[config.mk]
export PLATFORM = sky130hd
export DESIGN_NAME = fscpu_req_seq_flat
export DESIGN_NICKNAME = d
export VERILOG_FILES = /design/src/rtl/fscpu_req_seq_if.sv /design/src/rtl/fscpu_req_seq.sv /design/src/flat_wrapper.sv
export SDC_FILE = /design/constraint.sdc
export NUM_CORES = 1
export LEC_CHECK = 0
export CORE_MARGIN = 2
export CORE_UTILIZATION = 45
export DETAILED_ROUTE_END_ITERATION = 10
export GPL_TIMING_DRIVEN = 1
export PLACE_DENSITY = 0.67
export SETUP_SLACK_MARGIN = 0.2
export SKIP_LAST_GASP = 1
export SLEW_MARGIN = 25
export SYNTH_ARGS = -nofsm -noshare
export SYNTH_HDL_FRONTEND = slang
export SYNTH_SLANG_ARGS = --single-unit
[constraint.sdc]
create_clock -name clk -period 49.3 [get_ports clk]
set_clock_uncertainty 0.2 [all_clocks]
set_input_delay 7.395 -clock clk [delete_from_list [all_inputs] [get_ports clk]]
set_output_delay 7.395 -clock clk [all_outputs]
set_load 0.05 [all_outputs]
[src/rtl/fscpu_req_seq_if.sv]
`default_nettype none
// ============================================================================
// Module   : fscpu_req_seq_if
// Brief    : fscpu request port bundle (strobe, command, parameter, done, error)
//            shared by the command sequencer and the fscpu core.
// Revision : 1.0 - initial release
// ============================================================================
interface fscpu_req_seq_if;
  logic         req_en;
  logic [31:0]  req_cmd;
  logic [127:0] req_param;
  logic         req_done;
  logic [31:0]  req_err;

  // Sequencer side: issues requests, receives completions.
  modport master (
    output req_en,
    output req_cmd,
    output req_param,
    input  req_done,
    input  req_err
  );

  // fscpu side: receives requests, returns completions.
  modport slave (
    input  req_en,
    input  req_cmd,
    input  req_param,
    output req_done,
    output req_err
  );
endinterface
`default_nettype wire

[src/rtl/fscpu_req_seq.sv]
`default_nettype none
// ============================================================================
// Module   : fscpu_req_seq
// Brief    : Queued command sequencer for the fscpu request port. Commands are
//            pushed into a small FIFO, then executed one at a time on start,
//            stopping at the first error, a timeout or an abort, and reporting
//            the outcome with a single seq_done pulse.
// Revision : 1.0 - initial release
// ============================================================================
module fscpu_req_seq #(
  parameter int C_DEPTH_WIDTH   = 3,
  parameter int C_TIMEOUT_WIDTH = 24
) (
  input  logic                       clk,
  input  logic                       resetn,
  input  logic                       s_wr_en,
  input  logic [31:0]                s_cmd,
  input  logic [127:0]               s_param,
  output logic                       s_full,
  output logic [C_DEPTH_WIDTH:0]     s_count,
  output logic                       s_ovf,
  input  logic                       start,
  input  logic                       abort,
  input  logic [C_TIMEOUT_WIDTH-1:0] timeout_cycles,
  fscpu_req_seq_if.master            req,
  output logic                       busy,
  output logic                       seq_done,
  output logic [31:0]                seq_err,
  output logic [C_DEPTH_WIDTH:0]     err_index
);

  localparam int C_DEPTH = 2 ** C_DEPTH_WIDTH;
  // Occupancy value meaning "full" (2^C_DEPTH_WIDTH in C_DEPTH_WIDTH+1 bits).
  localparam logic [C_DEPTH_WIDTH:0] C_FULL_CNT = {1'b1, {C_DEPTH_WIDTH{1'b0}}};
  localparam logic [31:0] C_ERR_TIMEOUT = 32'hFFFF_FFFF;
  localparam logic [31:0] C_ERR_ABORT   = 32'hFFFF_FFFE;

  typedef enum logic [1:0] {
    ST_IDLE  = 2'd0,
    ST_ISSUE = 2'd1,
    ST_WAIT  = 2'd2,
    ST_DONE  = 2'd3
  } state_t;

  state_t state_q, state_d;

  // FIFO storage and bookkeeping
  logic [159:0]               mem_q [C_DEPTH];
  logic [C_DEPTH_WIDTH-1:0]   wr_ptr_q, wr_ptr_d;
  logic [C_DEPTH_WIDTH-1:0]   rd_ptr_q, rd_ptr_d;
  logic [C_DEPTH_WIDTH:0]     count_q, count_d;
  logic                       full_q, full_d;
  logic                       ovf_q, ovf_d;

  // Sequencer registers
  logic                       req_en_q, req_en_d;
  logic [31:0]                req_cmd_q, req_cmd_d;
  logic [127:0]               req_param_q, req_param_d;
  logic                       busy_q, busy_d;
  logic                       seq_done_q, seq_done_d;
  logic [31:0]                seq_err_q, seq_err_d;
  logic [C_DEPTH_WIDTH:0]     err_index_q, err_index_d;
  logic [C_DEPTH_WIDTH:0]     index_q, index_d;
  logic [C_TIMEOUT_WIDTH-1:0] tmo_q, tmo_d;

  // Control strobes from the FSM to the FIFO
  logic                       push_ok;
  logic                       pop;
  logic                       flush;
  logic                       ovf_clr;
  logic [31:0]                head_cmd;
  logic [127:0]               head_param;
  logic [C_TIMEOUT_WIDTH-1:0] tmo_inc;

  assign {head_cmd, head_param} = mem_q[rd_ptr_q];
  assign tmo_inc = tmo_q + 1'b1;

  // FIFO data write; storage needs no reset because reads are gated by occupancy.
  always_ff @(posedge clk) begin
    if (push_ok) begin
      mem_q[wr_ptr_q] <= {s_cmd, s_param};
    end
  end

  // FIFO pointer/occupancy/overflow next-state: flush wins over push and pop.
  always_comb begin
    wr_ptr_d = wr_ptr_q;
    rd_ptr_d = rd_ptr_q;
    count_d  = count_q;
    ovf_d    = ovf_q;
    push_ok  = s_wr_en && !full_q && !flush;
    if (ovf_clr) begin
      ovf_d = 1'b0;
    end
    if (s_wr_en && !push_ok) begin
      ovf_d = 1'b1;
    end
    if (flush) begin
      count_d  = '0;
      rd_ptr_d = wr_ptr_q;
    end else begin
      if (push_ok) begin
        wr_ptr_d = wr_ptr_q + 1'b1;
      end
      if (pop) begin
        rd_ptr_d = rd_ptr_q + 1'b1;
      end
      case ({push_ok, pop})
        2'b10:   count_d = count_q + 1'b1;
        2'b01:   count_d = count_q - 1'b1;
        default: count_d = count_q;
      endcase
    end
    full_d = (count_d == C_FULL_CNT);
  end

  // Sequencer next-state; registered outputs are derived from the next state so
  // req_en, busy and seq_done line up with the state they belong to.
  always_comb begin
    state_d     = state_q;
    req_en_d    = 1'b0;
    req_cmd_d   = req_cmd_q;
    req_param_d = req_param_q;
    seq_err_d   = seq_err_q;
    err_index_d = err_index_q;
    index_d     = index_q;
    tmo_d       = tmo_q;
    pop         = 1'b0;
    flush       = 1'b0;
    ovf_clr     = 1'b0;

    case (state_q)
      ST_IDLE: begin
        if (abort) begin
          flush = 1'b1;
        end else if (start) begin
          seq_err_d   = '0;
          err_index_d = '0;
          index_d     = '0;
          ovf_clr     = 1'b1;
          if (count_q != '0) begin
            state_d     = ST_ISSUE;
            req_en_d    = 1'b1;
            req_cmd_d   = head_cmd;
            req_param_d = head_param;
          end else begin
            state_d = ST_DONE;
          end
        end
      end

      ST_ISSUE: begin
        if (abort) begin
          flush       = 1'b1;
          seq_err_d   = C_ERR_ABORT;
          err_index_d = index_q;
          state_d     = ST_DONE;
        end else begin
          pop     = 1'b1;
          tmo_d   = '0;
          state_d = ST_WAIT;
        end
      end

      ST_WAIT: begin
        if (abort) begin
          flush       = 1'b1;
          seq_err_d   = C_ERR_ABORT;
          err_index_d = index_q;
          state_d     = ST_DONE;
        end else if (req.req_done) begin
          if (req.req_err == '0) begin
            index_d = index_q + 1'b1;
            if (count_q != '0) begin
              state_d     = ST_ISSUE;
              req_en_d    = 1'b1;
              req_cmd_d   = head_cmd;
              req_param_d = head_param;
            end else begin
              state_d = ST_DONE;
            end
          end else begin
            flush       = 1'b1;
            seq_err_d   = req.req_err;
            err_index_d = index_q;
            state_d     = ST_DONE;
          end
        end else begin
          tmo_d = tmo_inc;
          // Compare against the incremented value so seq_done lands
          // timeout_cycles+1 cycles after the req_en cycle.
          if ((timeout_cycles != '0) && (tmo_inc == timeout_cycles)) begin
            flush       = 1'b1;
            seq_err_d   = C_ERR_TIMEOUT;
            err_index_d = index_q;
            state_d     = ST_DONE;
          end
        end
      end

      ST_DONE: begin
        state_d = ST_IDLE;
      end

      default: begin
        state_d = ST_IDLE;
      end
    endcase

    busy_d     = (state_d == ST_ISSUE) || (state_d == ST_WAIT);
    seq_done_d = (state_d == ST_DONE);
  end

  // State and control registers with synchronous active-low reset.
  always_ff @(posedge clk) begin
    if (!resetn) begin
      state_q     <= ST_IDLE;
      wr_ptr_q    <= '0;
      rd_ptr_q    <= '0;
      count_q     <= '0;
      full_q      <= 1'b0;
      ovf_q       <= 1'b0;
      req_en_q    <= 1'b0;
      req_cmd_q   <= '0;
      req_param_q <= '0;
      busy_q      <= 1'b0;
      seq_done_q  <= 1'b0;
      seq_err_q   <= '0;
      err_index_q <= '0;
      index_q     <= '0;
      tmo_q       <= '0;
    end else begin
      state_q     <= state_d;
      wr_ptr_q    <= wr_ptr_d;
      rd_ptr_q    <= rd_ptr_d;
      count_q     <= count_d;
      full_q      <= full_d;
      ovf_q       <= ovf_d;
      req_en_q    <= req_en_d;
      req_cmd_q   <= req_cmd_d;
      req_param_q <= req_param_d;
      busy_q      <= busy_d;
      seq_done_q  <= seq_done_d;
      seq_err_q   <= seq_err_d;
      err_index_q <= err_index_d;
      index_q     <= index_d;
      tmo_q       <= tmo_d;
    end
  end

  assign req.req_en    = req_en_q;
  assign req.req_cmd   = req_cmd_q;
  assign req.req_param = req_param_q;
  assign s_full        = full_q;
  assign s_count       = count_q;
  assign s_ovf         = ovf_q;
  assign busy          = busy_q;
  assign seq_done      = seq_done_q;
  assign seq_err       = seq_err_q;
  assign err_index     = err_index_q;

endmodule
`default_nettype wire

[src/flat_wrapper.sv]
// flat-port wrapper written by rule: the top's interface ports become plain ports
module fscpu_req_seq_flat 
#(
  parameter int C_DEPTH_WIDTH   = 3,
  parameter int C_TIMEOUT_WIDTH = 24
)
  (clk, resetn, s_wr_en, s_cmd, s_param, s_full, s_count, s_ovf, start, abort, timeout_cycles, busy, seq_done, seq_err, err_index, req_req_en, req_req_cmd, req_req_param, req_req_done, req_req_err);
  fscpu_req_seq_if req_i ();
  input  logic clk;
  input  logic resetn;
  input  logic s_wr_en;
  input  logic [31:0] s_cmd;
  input  logic [127:0] s_param;
  output logic s_full;
  output logic [C_DEPTH_WIDTH:0] s_count;
  output logic s_ovf;
  input  logic start;
  input  logic abort;
  input  logic [C_TIMEOUT_WIDTH-1:0] timeout_cycles;
  output logic busy;
  output logic seq_done;
  output logic [31:0] seq_err;
  output logic [C_DEPTH_WIDTH:0] err_index;
  output wire logic [$bits(req_i.req_en)-1:0] req_req_en;
  output wire logic [$bits(req_i.req_cmd)-1:0] req_req_cmd;
  output wire logic [$bits(req_i.req_param)-1:0] req_req_param;
  input wire logic [$bits(req_i.req_done)-1:0] req_req_done;
  input wire logic [$bits(req_i.req_err)-1:0] req_req_err;
  assign req_req_en = req_i.req_en;
  assign req_req_cmd = req_i.req_cmd;
  assign req_req_param = req_i.req_param;
  assign req_i.req_done = req_req_done;
  assign req_i.req_err = req_req_err;
  fscpu_req_seq #(.C_DEPTH_WIDTH(C_DEPTH_WIDTH), .C_TIMEOUT_WIDTH(C_TIMEOUT_WIDTH)) u_core (.clk(clk), .resetn(resetn), .s_wr_en(s_wr_en), .s_cmd(s_cmd), .s_param(s_param), .s_full(s_full), .s_count(s_count), .s_ovf(s_ovf), .start(start), .abort(abort), .timeout_cycles(timeout_cycles), .req(req_i), .busy(busy), .seq_done(seq_done), .seq_err(seq_err), .err_index(err_index));
endmodule
After elaboration in Yosys (flattened, before gate mapping)
Memories as Yosys holds them, arrays and structs flattened. A register that Yosys moved wholly into a read port is not among the register bits.
Index checks and enable logic that the tools add are counted.
W data, S select, Z words.
{"block": "word_totals", "register_bits": 241, "mem_bits_rw": 1280, "inputBits": 222, "output_inout_bits": 205, "mem_count": 1}
{"block": "op_classes", "add_sub_neg": 6, "eq_ne": 20, "muxes": 75, "bitwise_logic": 1, "reduce_logical": 22}
{"memory": "u_core.mem_q", "depth": 8, "width": 160, "rd": 1, "rd_ports_with_merged_regs": 1, "write_ports": 1, "line": "fscpu_req_seq.sv:48", "source": "logic [159:0] mem_q [C_DEPTH];"}
{"op": "$mux W128", "count": 6}
{"op": "$mux W32", "count": 13}
{"op": "$pmux W128 S2", "count": 1}
{"op": "$pmux W32 S3", "count": 1}
{"op": "$mux W24", "count": 3}
{"op": "$pmux W32 S2", "count": 1}
{"op": "$pmux W24 S2", "count": 1}
{"op": "$mux W4", "count": 11}
{"op": "$logic_not A32 Y1", "count": 1}
{"op": "$add A24 B1 Y24 const B", "count": 1}
{"op": "$eq A24 B24 Y1", "count": 1}
{"op": "$reduce_bool A24 Y1", "count": 1}
{"op": "$mux W1", "count": 21}
{"op": "$pmux W4 S2", "count": 2}
{"op": "$mux W2", "count": 7}
{"op": "$ne A2 B2 Y1 const B", "count": 7}
{"op": "$mux W3", "count": 4}
{"op": "$pmux W4 S3", "count": 1}
{"op": "$reduce_and A6 Y1", "count": 2}
{"op": "$eq A2 B2 Y1 const B", "count": 5}
{"op": "$add A4 B1 Y4 const B", "count": 2}
{"op": "$pmux W2 S4", "count": 1}
{"op": "$reduce_bool A2 Y1", "count": 4}
{"op": "$add A3 B1 Y3 const B", "count": 2}
{"op": "other kinds (17)", "count": 25}

Logic depth before layout (Yosys ltp)
{"block": "logic_depth", "depth_word": 13, "mapped_depth": 21, "mapped_depth_nobuf": 18}

Worst setup path after synthesis
OpenSTA, ideal clock, no wires.
{"block": "synth_path", "path_type": "input port to flip-flop", "from": "input timeout_cycles[16]", "to": "memory u_core.mem_q[1][0] (enable)", "arrival_ps": 23771, "t_required_ps": 48027, "slack_ps": 24255, "stages": 8, "n_path_buf": 1, "cell_sequence": "xor2_1 > or3_1 > and4b_1 > nand4_1 > o21ai_4 > a21oi_1 > clkbuf_1 > nor4bb_1"}
{"block": "synth_via", "elab_chain_len": 10}
{"element": "start: declaration", "line": "flat_wrapper.sv:19", "source": "input logic [C_TIMEOUT_WIDTH-1:0] timeout_cycles;"}
{"element": "$eq A24 B24 Y1 or $reduce_bool A24 Y1 (tied branches)", "line": "fscpu_req_seq.sv:192", "source": "if ((timeout_cycles != '0) && (tmo_inc == timeout_cycles)) begin"}
{"element": "$logic_and A1 B1 Y1 *", "line": "fscpu_req_seq.sv:192"}
{"element": "$mux W1 *", "line": "fscpu_req_seq.sv:192"}
{"element": "$mux W1 *", "line": "fscpu_req_seq.sv:171", "source": "end else if (req.req_done) begin"}
{"element": "$mux W1 *", "line": "fscpu_req_seq.sv:166", "source": "if (abort) begin"}
{"element": "$pmux W1 S2 *", "line": "fscpu_req_seq.sv:132", "source": "case (state_q)"}
{"element": "$logic_not A1 Y1 *", "line": "fscpu_req_seq.sv:91", "source": "push_ok = s_wr_en && !full_q && !flush;"}
{"element": "$logic_and A1 B1 Y1 *", "line": "fscpu_req_seq.sv:91"}
{"element": "$mux W1 *", "line": "fscpu_req_seq.sv:80", "source": "if (push_ok) begin"}
{"element": "$mux W1 (implied by the code) *", "line": "fscpu_req_seq.sv:81", "source": "mem_q[wr_ptr_q] <= {s_cmd, s_param};"}
{"element": "end: declaration", "line": "fscpu_req_seq.sv:48"}
Every way passes the cells marked *; elsewhere a longest branch is shown, timed or not.

Final worst setup path
{"block": "layout_path", "from": "input req_req_err[29]", "to": "memory u_core.mem_q[3][1] (enable)"}
{"block": "layout_via", "elab_chain_len": 9}
{"element": "start: declaration", "line": "flat_wrapper.sv:28", "source": "input wire logic [$bits(req_i.req_err)-1:0] req_req_err;"}
{"element": "$logic_not A32 Y1", "line": "fscpu_req_seq.sv:172", "source": "if (req.req_err == '0) begin"}
{"element": "$mux W1", "line": "fscpu_req_seq.sv:172"}
{"element": "$mux W1", "line": "fscpu_req_seq.sv:171"}
{"element": "$mux W1", "line": "fscpu_req_seq.sv:166"}
{"element": "$pmux W1 S2", "line": "fscpu_req_seq.sv:132"}
{"element": "$logic_not A1 Y1", "line": "fscpu_req_seq.sv:91"}
{"element": "$logic_and A1 B1 Y1", "line": "fscpu_req_seq.sv:91"}
{"element": "$mux W1", "line": "fscpu_req_seq.sv:80"}
{"element": "$mux W1 (implied by the code)", "line": "fscpu_req_seq.sv:81"}
Every way passes these cells.

==> qor.yml <==
globalplace.congestion: 0.865
hp-class: "reg2reg"
routed_wirelength_mm: 131
vias_per_cell: 5.61
maxSlewViolCount: 0
cts_made_buffers: 157
p_leak_nw: 21.2
drt-initial-drc-count: 2547
finalNetCount: 3740
ys_seq_area_share_pct: 74.5
ys_warn_count: 0
r2r_setup_slack_ps: 43650
cts_hold_buf: 0
fmax_ghz: 0.0865
switching_share_pct: 27.8
ys_async_sr_fraction_pct: 0
ys_types: 58
drive_above_1_share_pct: 16.9
clockRootBuffer: "clkbuf_16"
rsz0062_at_grt: "false"
path_clk_slew_ps: 60
cp_data_required_time_ps: 49500
routedWlPerCell_um: 24.7
overflow: 0
vias: 29830
cts_setup_buffers: 0
grt_pass1_wl_mm: 195
hold_violations: 0
drt-pass1-iter-count: 7
synth_area_leaders: "edfxtp_1 66%, mux4_2 12%, dfxtp_1 8.4%"
dp_slack_ps: 36960
cp-start-kind: "input port"
yosys.area.top_type_share_pct: 66.1
layout.cells.non_filler: 5313
internal_power_mw: 2.46
clock_latency_ps: 800
core_area_um2: 128000
area_growth_pct: 19.3
ios: 427
cts_max_path_buffers: 3
arrival_ps: 11750
place_hpwl_mm: 74.5
synth_ff_type: "edfxtp_1"
endpoint_kind: "flip-flop"
netlist_area_um2: 58200
antenna_found_initial: 27
port_buffers: 426
dp.cells: 5008
ant_nets: 0
crit_fanout: 52
rows: 131
tightest_slew_ps: 1180
start_util_pct: 45.5
setup_ws_ps: 37750
period_share_pct: 23.4
finalCriticalPeriod_ps: 11550
pwr-share-comb_pct: 20.3
cts_resized: 0
grt_pass1_vias: 30610
die_h_um: 363
setup_tns_ps: 0
critical_path_class: "in2reg"
p_seq_share_pct: 45.2
finalPower_mw: 3.41
synth-edff-count: 1280
cap_viol_max_count: 0
slew-limit-headroom_pct: 21.3
synth_fp_nets: 3312
tritoncts: "yes"
route.detailed.drc: 0
die-area_um2: 132000
cts-htree-levels: 4
syn_avg_cell_area_um2: 18.9
setup_viol: 0
synth_top_area_cell: "edfxtp_1"
grt_usage_pct: 19.8
irDropWorstVdd_mv: 0.0367
syn_inst: 3077
die_w_um: 363
p_switching_mw: 0.947
p_per_area_nw_per_um2: 49.2
status: "complete, no violations"
clock_sinks: 1524
clockPowerShare_pct: 34.5
grt_start_max_net_pins: 187
synth_seq_cells: 1524
[per-layer routing]
metal  up-vias  GRT usage (%)  wire [µm]
li1      13340              -          -
met1     15394           27.8      57300
met2       887           30.8      61200
met3       177           5.58      10100
met4        32           5.00       2180
met5         -              0        193
[layout make-up]
type / instances / area, µm²
sequential: 1524 / 43300
inverter: 10 / 45.0
multi-input combinational: 1344 / 14100
fill: 9846 / 58500
antenna: 10 / 25.0
clock inverter: 66 / 724
tap: 1662 / 2080
timing repair buffer: 468 / 4650
clock buffer: 229 / 4450
[worst paths after layout]
check                                         from                 end  depth (start not counted)
worst min-delay path            u_core.seq_err[31]  u_core.seq_err[31]                          2
worst max register to register     u_core.tmo_q[0]  u_core.mem_q[3][1]                         12
worst min register to register  u_core.seq_err[31]  u_core.seq_err[31]                          2
worst max-delay path               req_req_err[29]  u_core.mem_q[3][1]                         10
[metrics by stage]
step / hold slack, ps / utilization [%] / area, µm²
5_1_grt: 283 / 54.2 / 69400
3_5_place_dp: 251 / 50.2 / 64200
3_3_place_gp: 244 / 50.2 / 64100
4_1_cts: 259 / 54.2 / 69300
6_report: 254 / 54.3 / 69400
2_1_floorplan: 258 / - / 58200
[cell families after synthesis]
kind of cell	Yosys count	synth area share (%)
compound gates	301	3.67
xor+xnor	36	0.542
fa+ha+maj	13	0.280
flops	1524	74.5
mux	525	15.9
simple gates	469	3.67
buf+inv	209	1.42
[power by group through the flow]
stage	clock (mW)	sequential, mW	combinational, mW
2_1_floorplan	0	1.69	0.372
3_3_place_gp	0	1.57	0.697
3_5_place_dp	0	1.57	0.702
4_1_cts	1.20	1.54	0.705
5_1_grt	1.25	1.55	0.747
6_report	1.18	1.54	0.693
[registers in the layout, summed over array words and instances (netlist names), named ones only]
register	flops
u_core.index_q	4
u_core.seq_done	1
u_core.s_count	4
u_core.rd_ptr_q	3
u_core.s_ovf	1
u_core.s_full	1
u_core.mem_q	1280
u_core.err_index	4
u_core.req.req_param	128
u_core.req.req_cmd	32
u_core.seq_err	32
u_core.state_q	2
u_core.wr_ptr_q	3
u_core.tmo_q	24
u_core.req.req_en	1
u_core.busy	1
[cell usage after synthesis (8+ instances only)]
cell and number:
and3_1 9, nand2b_1 8, nand2_1 80, ha_1 13, nand4_1 14, buf_2 9, inv_1 8, clkbuf_1 158
nand3_1 16, dfxtp_1 244, buf_1 28, nor4_1 22, xor2_1 15, a211oi_1 171, nor2_1 262, mux2i_1 204
mux4_2 320, o21ai_0 26, a21oi_1 37, nor3_1 12, edfxtp_1 1280, o211ai_1 33, xnor2_1 21
[worst max-delay path, stage by stage]
cell and delay, ps:
clkdlybuf4s50_1 430, nor4_1 530, nand4_1 280, nor2_1 410, a211oi_1 210, a21oi_1 200
buf_4 260, and4b_4 510, buf_4 680, buf_4 750
[placed cells by master (no fill, tap or decap), drive strengths merged, types with 17 or more instances in the layout]
cell type and n:
clkinv 42, edfxtp 1280, nor2 262, xnor2 21
clkdlybuf4s50 425, o21ai 27, mux4 320, nand4 17
o211ai 33, mux2i 204, a211oi 171, nand2 80
dfxtp 244, clkbuf 229, a21oi 37, buf 43
nand3 17, nor4 22, inv 21
(Power assumes the default switching activity.)
